### config.mk
export PLATFORM = sky130hd
export DESIGN_NAME = priority_resolver
export DESIGN_NICKNAME = d
export VERILOG_FILES = /design/src/rtl/priority_resolver.sv
export SDC_FILE = /design/constraint.sdc
export NUM_CORES = 1
export LEC_CHECK = 0
export ABC_AREA = 0
export CAP_MARGIN = 5
export CORE_ASPECT_RATIO = 0.7
export CORE_MARGIN = 10
export CORE_UTILIZATION = 45
export CTS_CLUSTER_DIAMETER = 200
export DETAILED_ROUTE_END_ITERATION = 10
export GPL_TIMING_DRIVEN = 0
export PLACE_DENSITY_LB_ADDON = 0.15
export SYNTH_ARGS = -nofsm -noshare
export SYNTH_HDL_FRONTEND = slang
export SYNTH_SLANG_ARGS = --single-unit
### constraint.sdc
create_clock -name clock -period 5.6 [get_ports clock]
set_clock_uncertainty 0.05 [all_clocks]
set_input_delay 0.56 -clock clock [delete_from_list [all_inputs] [get_ports clock]]
set_output_delay 0.56 -clock clock [all_outputs]
set_load 0.02 [all_outputs]
### src/rtl/priority_resolver.sv
// priority_resolver: 8259A-style priority resolver with fixed/rotating order and ISR nesting
module priority_resolver (
   input  logic       clock,
   input  logic       reset,
   input  logic       mode,
   input  logic [7:0] interrupt_mask,
   input  logic [7:0] highest_level_in_service,
   input  logic [7:0] interrupt_request_register,
   input  logic [7:0] in_service_register,
   output logic [7:0] interrupt
);
   logic [2:0]  k;
   logic [2:0]  s;
   logic [7:0]  req;
   logic [15:0] req_dbl;
   logic [15:0] isr_dbl;
   logic [7:0]  rot_req;
   logic [7:0]  rot_isr;
   logic [7:0]  isr_top;
   logic [7:0]  eligible;
   logic [7:0]  rot_grant;
   logic [15:0] grant_dbl;
   logic [7:0]  grant;
   // lowest set bit of the reference is the lowest-priority level; none set or fixed mode means IR7
   always_comb begin
      k = 3'd7;
      for (int i = 7; i >= 0; i--)
         if (mode && highest_level_in_service[i]) k = i[2:0];
   end
   // rotate so the highest-priority level sits at bit 0, encode, then rotate the grant back
   always_comb begin
      s         = k + 3'd1;
      req       = interrupt_request_register & ~interrupt_mask;
      req_dbl   = {req, req} >> s;
      isr_dbl   = {in_service_register, in_service_register} >> s;
      rot_req   = req_dbl[7:0];
      rot_isr   = isr_dbl[7:0];
      isr_top   = rot_isr & -rot_isr;
      eligible  = rot_req & (isr_top - 8'd1);
      rot_grant = eligible & -eligible;
      grant_dbl = {rot_grant, rot_grant} << s;
      grant     = grant_dbl[15:8];
   end
   // single output register
   always_ff @(posedge clock)
      interrupt <= reset ? 8'h00 : grant;
endmodule

; ---- After elaboration in Yosys (flattened, before gate mapping)
; Cells that the tools add are included.
[totals]
output_inout_bits = 8
ff_bits = 8
in_bits = 35
wordCells = 27
[op_classes]
bitwise_logic = 5
n_mux = 7
add_sub_neg = 4
reduce_logical = 7
shifts = 3
[ops]
columns = operator, n
row1 = $and 8x8->8, 4
row2 = $shr 16x3->8, 2
row3 = $mux 3, 6
row4 = $neg 8->8, 2
row5 = $shl 16x3->16, 1
row6 = $not 8->8, 1
row7 = $sub 8x1->8 const B, 1
row8 = $logic_and 1x1->1, 7
row9 = $add 3x1->3 const B, 1
row10 = $mux 1, 1

; ---- Longest topological paths before layout
; Gate-level depths: netlist (run 1).
[logic_depth]
word_depth = 17
depth_mapped = 17
ltp_nobuf = 14

; ---- Least setup slack after synthesis (run 1)
; OpenSTA, ideal clock, no wires.
[synth_path]
kind = input-to-reg
startpoint = input highest_level_in_service[6]
endpoint = register interrupt[4]
n_path_buf = 3
arrival_ps = 4400
t_required_ps = 5464
path_slack_ps = 1065
setup_time_ps = 86
cell_stages = 17
path_cell_list = nor2b_1 > o311ai_4 > nand2_4 > inv_2 > buf_1 > clkbuf_1 > ha_1 > xor2_1 > buf_6 > mux2i_1 > mux2i_1 > o22ai_1 > nand4b_1 > nor4b_4 > a41oi_2 > mux2_1 > a211oi_1
[synth_between]
elab_chain_cells = 17
word_cells_on_any_way = 18
classes_between = add/sub: 4 / shift: 3 / mux: 7 / bitwise: 3 / reduce/logical: 1
[synth_rtl]
columns = element, line_no
row1 = from (decl), 7  ; input logic [7:0] highest_level_in_service,
row2 = $logic_and 1x1->1 (*), 28  ; if (mode && highest_level_in_service[i]) k = i[2:0];
row3 = $mux 1 (*), 28
row4 = $mux 3 (*) (6 in a row), 28
row5 = $add 3x1->3 (*), 32  ; s = k + 3'd1;
row6 = $shr 16x3->8, 35  ; isr_dbl = {in_service_register, in_service_register} >> s;
row7 = $neg 8->8, 38  ; isr_top = rot_isr & -rot_isr;
row8 = $and 8x8->8, 38
row9 = $sub 8x1->8, 39  ; eligible = rot_req & (isr_top - 8'd1);
row10 = $and 8x8->8, 39
row11 = $neg 8->8, 40  ; rot_grant = eligible & -eligible;
row12 = $and 8x8->8, 40
row13 = $shl 16x3->16 (*), 41  ; grant_dbl = {rot_grant, rot_grant} << s;
row14 = to (signal assigned), 46  ; interrupt <= reset ? 8'h00 : grant;
row15 = to (decl), 10  ; output logic [7:0] interrupt
; Every way passes the cells marked *; elsewhere a longest branch is shown, timed or not.
; A chain may end at the register's enable or synchronous reset.

; ---- Worst setup path after layout (run 1)
[layout_path]
startpoint = input highest_level_in_service[5]
endpoint = register interrupt[0]
[layout_between]
elab_chain_cells = 16
word_cells_on_any_way = 17
classes_between = add/sub: 4 / shift: 3 / mux: 6 / bitwise: 3 / reduce/logical: 1
[layout_rtl]
columns = element, line_no
row1 = $logic_and 1x1->1 (*), 28
row2 = $mux 3 (*) (6 in a row), 28
row3 = $add 3x1->3 (*), 32
row4 = $shr 16x3->8, 35
row5 = $neg 8->8, 38
row6 = $and 8x8->8, 38
row7 = $sub 8x1->8, 39
row8 = $and 8x8->8, 39
row9 = $neg 8->8, 40
row10 = $and 8x8->8, 40
row11 = $shl 16x3->16 (*), 41
; Marked as above.

==> results of run 1 <==
## critical path: stages
cell and delay, ps:
clkdlybuf4s50_1 480, nor2b_1 70, o311ai_4 330, nand2_4 130
inv_2 160, clkbuf_2 250, clkbuf_2 280, ha_1 300
xor2_2 300, buf_6 210, mux2i_1 400, mux2i_1 130
o22ai_1 210, nand4b_1 240, nor4b_4 440, a41oi_2 190
mux2_1 330, a211oi_1 230
## worst max-delay path by stage
stage | from | to | slack (ps)
floorplan | highest_level_in_service[6] | interrupt[4] | 1060
global placement | highest_level_in_service[2] | interrupt[0] | -190
detailed placement | highest_level_in_service[2] | interrupt[4] | -460
CTS | highest_level_in_service[2] | interrupt[0] | 40
global route | mode | interrupt[0] | 110
finish | highest_level_in_service[5] | interrupt[0] | 410
## power by group
group / switching (µW) / internal [µW] / leakage [µW] / total [µW]
clock network: 20.9 / 46.4 / 0.0000216 / 67.3
registers: 0.639 / 60.2 / 0.0000649 / 60.8
logic: 146 / 114 / 0.000633 / 261
## layout by cell type, fill, tap and decap left out, types with 3 or more instances in the layout
cell	count
o21ai_0	5
o22ai_1	6
a211o_1	3
nand3_1	10
buf_6	6
o311ai_0	4
nor3_1	6
a31oi_1	4
clkbuf_8	3
nand2b_1	11
and2_1	3
mux2i_1	16
nand2_1	10
nor2b_1	6
a22oi_1	3
dfxtp_1	8
a21oi_1	6
mux4_2	4
nor2_1	8
clkdlybuf4s50_1	41
a211oi_1	7
mux2_1	3
## metrics by stage
stage	utilization (%)	TNS, ps	instance area, µm²
3_5_place_dp	62.12	-2645	1982
5_1_grt	64.20	0	2048
3_3_place_gp	62.12	-612.3	1982
4_1_cts	63.69	0	2032
6_report	64.20	0	2048
2_1_floorplan	-	0	1524
## final cells by class
class / count / area [µm²]
multi-input combinational: 154 / 1272
fill: 272 / 1142
timing repair buffer: 43 / 425.4
sequential: 8 / 160.2
buffer: 11 / 90.09
tap: 38 / 47.55
clock buffer: 3 / 41.29
inverter: 3 / 11.26
## cells by family after synthesis
logic type               synth area share, %
flip-flops                             10.51
adder cells (fa/ha/maj)               0.8209
buffers and inverters                  6.485
XOR/XNOR                               1.642
AND/OR/NAND/NOR                        24.47
AO/OA/AOI/OAI                          33.50
multiplexers                           22.58
## layer usage
metal	GRT usage [%]	part of all wire [%]
met2	27.08	46
met4	2.174	0.23
met1	22.87	45
met3	5.269	9.0
met5	0	0
## what timing repair did
item / in CTS / in global routing
pin swaps: 0 / 2
hold buffers: 0 / 0
gates resized for setup: 2 / 1
endpoints found under the hold margin: 0 / 0
setup endpoints to repair: 8 / 8
setup buffers: 0 / 2
==> flow_summary.toml, run 1 <==
[place]
place_ws_ps = -459.7
dp_hpwl_um = 4314
finalWeightedCongestion = 0.9631
io_buffers = 41
place_inst = 255

[setup_path]
path_class = "primary input to flop"
cp.arrival_ps = 5280
critical_path_required_ps = 5690
endpoint_kind = "flop"
startpoint_type = "primary input"
cp_max_fo = 10

[hold_path]
hold_class = "primary input to flop"
hold_end = "interrupt[4]"
hold_start = "reset"
min_path_cells = 2

[finish]
top_register = "interrupt"
biggestRegsByFlops = "interrupt x8"
area_growth_pct = 34.40
diodes = 0
nNetsFinal = 260
largest_register_ffs = 8
finalNonFillerCells = 260
final_layout_size_suffix_gt1_share_pct = 15.77

[global_routing]
grt_max_degree = 11
grt_usage_pct = 17.08
grt_pass1_wl_um = 8335
grt_pass1_vias = 1663
grt_overflow_total = 0
antenna_found_initial = 0

[cts]
clock-sinks = 8
cts_inserted_buffers = 3
ctsHtreeMaxLevel = 1
clock_path_buffers = 2
cts_root_buf = "clkbuf_8"
tritoncts = "done"
cts.clk_slew.worst_paths_ps = 40

[floorplanning]
ios = 43
die_h_um = 68.69
die_w_um = 89.56
initial_core_util_pct = 47.76
die_area_mm2 = 0.006152
core-area_mm2 = 0.003191
rows = 17

[sta]
rsz0062_at_grt = "no"
final.setup.worst_slack_ps = 411.1
slew_violations = 0
setup_viol_count_final = 0
tightest_slew_ps = 618.5
hold_viol_final = 0
fin_crit_sh_pct = 92.66
relSlewSlack_pct = 58.52
fin_crit_ps = 5189
hold_slack_ps = 998.6
fmax_mhz = 192.7

[synthesis]
async_flop_share_pct = 0
yosysSeqAreaShare_pct = 10.51
syn_area_mm2 = 0.001524
synth.area.top_cells = "dfxtp_1 11%, mux2i_1 11%, mux4_2 5.9%"
avgSynthCellArea_um2 = 8.659
synth_edf_count = 0
syn-num-nets = 212
yosysTopAreaCell = "dfxtp_1"
syn_inst = 176
ys.flop_type = "dfxtp_1"
synth_most_common_cell = "mux2i_1"
yosys.area.top_type_share_pct = 10.51
yosysWarnings = 0
synth_seq_cells = 8
synth.distinct_cells = 55
yosys-top-cells-count = "16 x mux2i_1, 11 x nand2b_1, 10 x nand2_1, 10 x nand3_1"

[run_status]
status = "finished clean"

[power_and_ir_drop]
powerDensity_mw_per_mm2 = 189.9
total_power_uw = 389.0
peakVddDrop_v = 0.0001515
p_leak_uw = 0.0007198

[flow_run]
drv_cap = 0

[routing]
vias_per_cell = 6.573
wl_per_cell_um = 19.82
drt-initial-drc-count = 197
drc_errors = 0
vias = 1709
wirelength_um = 5152
dr.pass1.iters = 5
ant_nets = 0
No activity file was read; power rests on OpenSTA's default activity.
==> run 2, diff against run 1 <==
Settings changed: PLACE_DENSITY from default to 0.76, PLACE_DENSITY_LB_ADDON 0.15 to default.
Clock period 5.6 ns to 6.2 ns, I/O delays scaled along.
==> run 2 against run 1 <==
Sequential share of layout area is 0.092 points higher. Flip-flop and latch count did not move. Count of clock-buffer cells in the layout unchanged. Critical path type unchanged. Highest routed layer unchanged.
==> flow_summary.toml, run 2 (synthesis results as in run 1) <==
[hold_path]
min_path_cells = 2
hold_start = "reset"
hold_end = "interrupt[4]"
hold_class = "primary input to flop"

[setup_path]
cp_slowest_cell = "clkdlybuf4s50_1"
critical_path_required_ps = 6280
crit_chain = "clkdlybuf4s50_1, o311ai_4, nand2_4, inv_2, buf_1, clkbuf_2, ha_1, xor2_1, buf_6, mux2i_1, mux2i_1, o22ai_1, nand4b_1, nor4b_4, a41oi_2, mux2_1, a211oi_1"
startpoint_type = "primary input"
cp.arrival_ps = 5890
cp_max_fo = 10
crit_path_frequent_cell = "mux2i_1"
path_class = "primary input to flop"
cpPeakStageDelay_ps = 520
endpoint_kind = "flop"

[sta]
final.setup.worst_slack_ps = 398.2
fmax_mhz = 172.4
hold_slack_ps = 1074
tns_ps = 0
tightest_slew_ps = 563.1
rsz0062_at_grt = "no"
relSlewSlack_pct = 62.27
hold_viol_final = 0
fin_crit_sh_pct = 93.58
setup_viol_count_final = 0
slew_violations = 0
fin_crit_ps = 5802

[global_routing]
met1_usage_pct = 22.75
busiest_layer = "met2"
grt_max_degree = 11
grt_usage_pct = 17.53
grt_pass1_vias = 1731
antenna_found_initial = 0
met2_usage_pct = 28.88
grt_overflow_total = 0
grt_pass1_wl_um = 8590
grt_use_met3_pct = 4.450

[floorplanning]
die_area_mm2 = 0.006152
rows = 17
initial_core_util_pct = 47.76
core-area_mm2 = 0.003191
ios = 43
die_h_um = 68.69
die_w_um = 89.56

[routing]
drt-initial-drc-count = 206
wl_per_cell_um = 20.30
vias_per_cell = 6.884
wirelength_um = 5238
ant_nets = 0
dr.pass1.iters = 6
vias = 1776
drc_errors = 0

[finish]
final_common_cell = "clkdlybuf4s50_1"
largest_register_ffs = 8
final_layout_size_suffix_gt1_share_pct = 14.09
diodes = 0
biggestRegsByFlops = "interrupt x8"
top_register = "interrupt"
final_util_pct = 63.45
area_growth_pct = 32.84
final_cell_mix = "41 x clkdlybuf4s50_1, 16 x mux2i_1, 11 x nand2b_1"
nNetsFinal = 258

[cts]
clock-sinks = 8
cts_inserted_buffers = 3
clock_path_buffers = 2
tritoncts = "done"
cts_root_buf = "clkbuf_8"
cts_resized = 0
cts.clk_slew.worst_paths_ps = 40
ctsHoldBuffers = 0
cts_setup_buffers = 0
ctsHtreeMaxLevel = 1

[place]
finalWeightedCongestion = 0.9248
place_ws_ps = 116.8
dp_hpwl_um = 4343
io_buffers = 41

[power_and_ir_drop]
peakVddDrop_v = 0.0001162
p_leak_uw = 0.0007060
powerDensity_mw_per_mm2 = 174.2
total_power_uw = 352.7

[run_status]
status = "finished clean"

[flow_run]
drv_cap = 0
[run 2: changes by cell type in the layout (fill, tap and decap cells not counted), sizes merged]
cell,change
clkbuf,-1
buf,-1
[run 2: critical path, delay by kind of cell]
kind | cells | cell delay (ps)
buffers and inverters | 5 | 1680
multiplexers | 3 | 770
AO/OA/AOI/OAI | 4 | 1210
XOR/XNOR | 1 | 440
adder cells (fa/ha/maj) | 1 | 270
AND/OR/NAND/NOR | 3 | 890
[run 2: layout make-up]
class / count / area [µm²]
multi-input cells: 154 / 1265
fillers: 273 / 1166
repair buffers: 41 / 410.4
flip-flops and latches: 8 / 160.2
plain buffers: 11 / 88.84
well taps: 38 / 47.55
clock buffers: 3 / 41.29
inverters: 3 / 11.26
[run 2: worst max path at each step]
| stage | start | endpoint |
|---|---|---|
| 6_report | highest_level_in_service[2] | interrupt[4] |
| 5_1_grt | highest_level_in_service[2] | interrupt[4] |
| 4_1_cts | highest_level_in_service[2] | interrupt[4] |
| 3_5_place_dp | highest_level_in_service[2] | interrupt[4] |
| 3_3_place_gp | highest_level_in_service[2] | interrupt[0] |
| 2_1_floorplan | highest_level_in_service[6] | interrupt[4] |
[run 2: power breakdown]
part	switching, µW	total [µW]	internal [µW]
clock network	22.4	64.6	42.2
logic	131	233	102
registers	0.711	55.0	54.3
[run 2: per-stage QoR]
step | cells | area (µm²)
after detailed placement | 255 | 1982
after global placement | 255 | 1982
after CTS | 258 | 2023
after floorplan | 176 | 1524
final | 258 | 2024
after global routing | 258 | 2024
[run 2: metal layers]
layer	up-vias	routed length [µm]
met4	0	27
met2	123	2478
met5	-	0
met3	4	573
met1	853	2158
li1	796	-
==> run 3, diff against run 2 <==
Settings changed: SETUP_SLACK_MARGIN from default to 0.05, TNS_END_PERCENT from default to 20.
==> results of run 3 <==
Same layout as run 2: the final DEF is identical, and so are final timing and power.
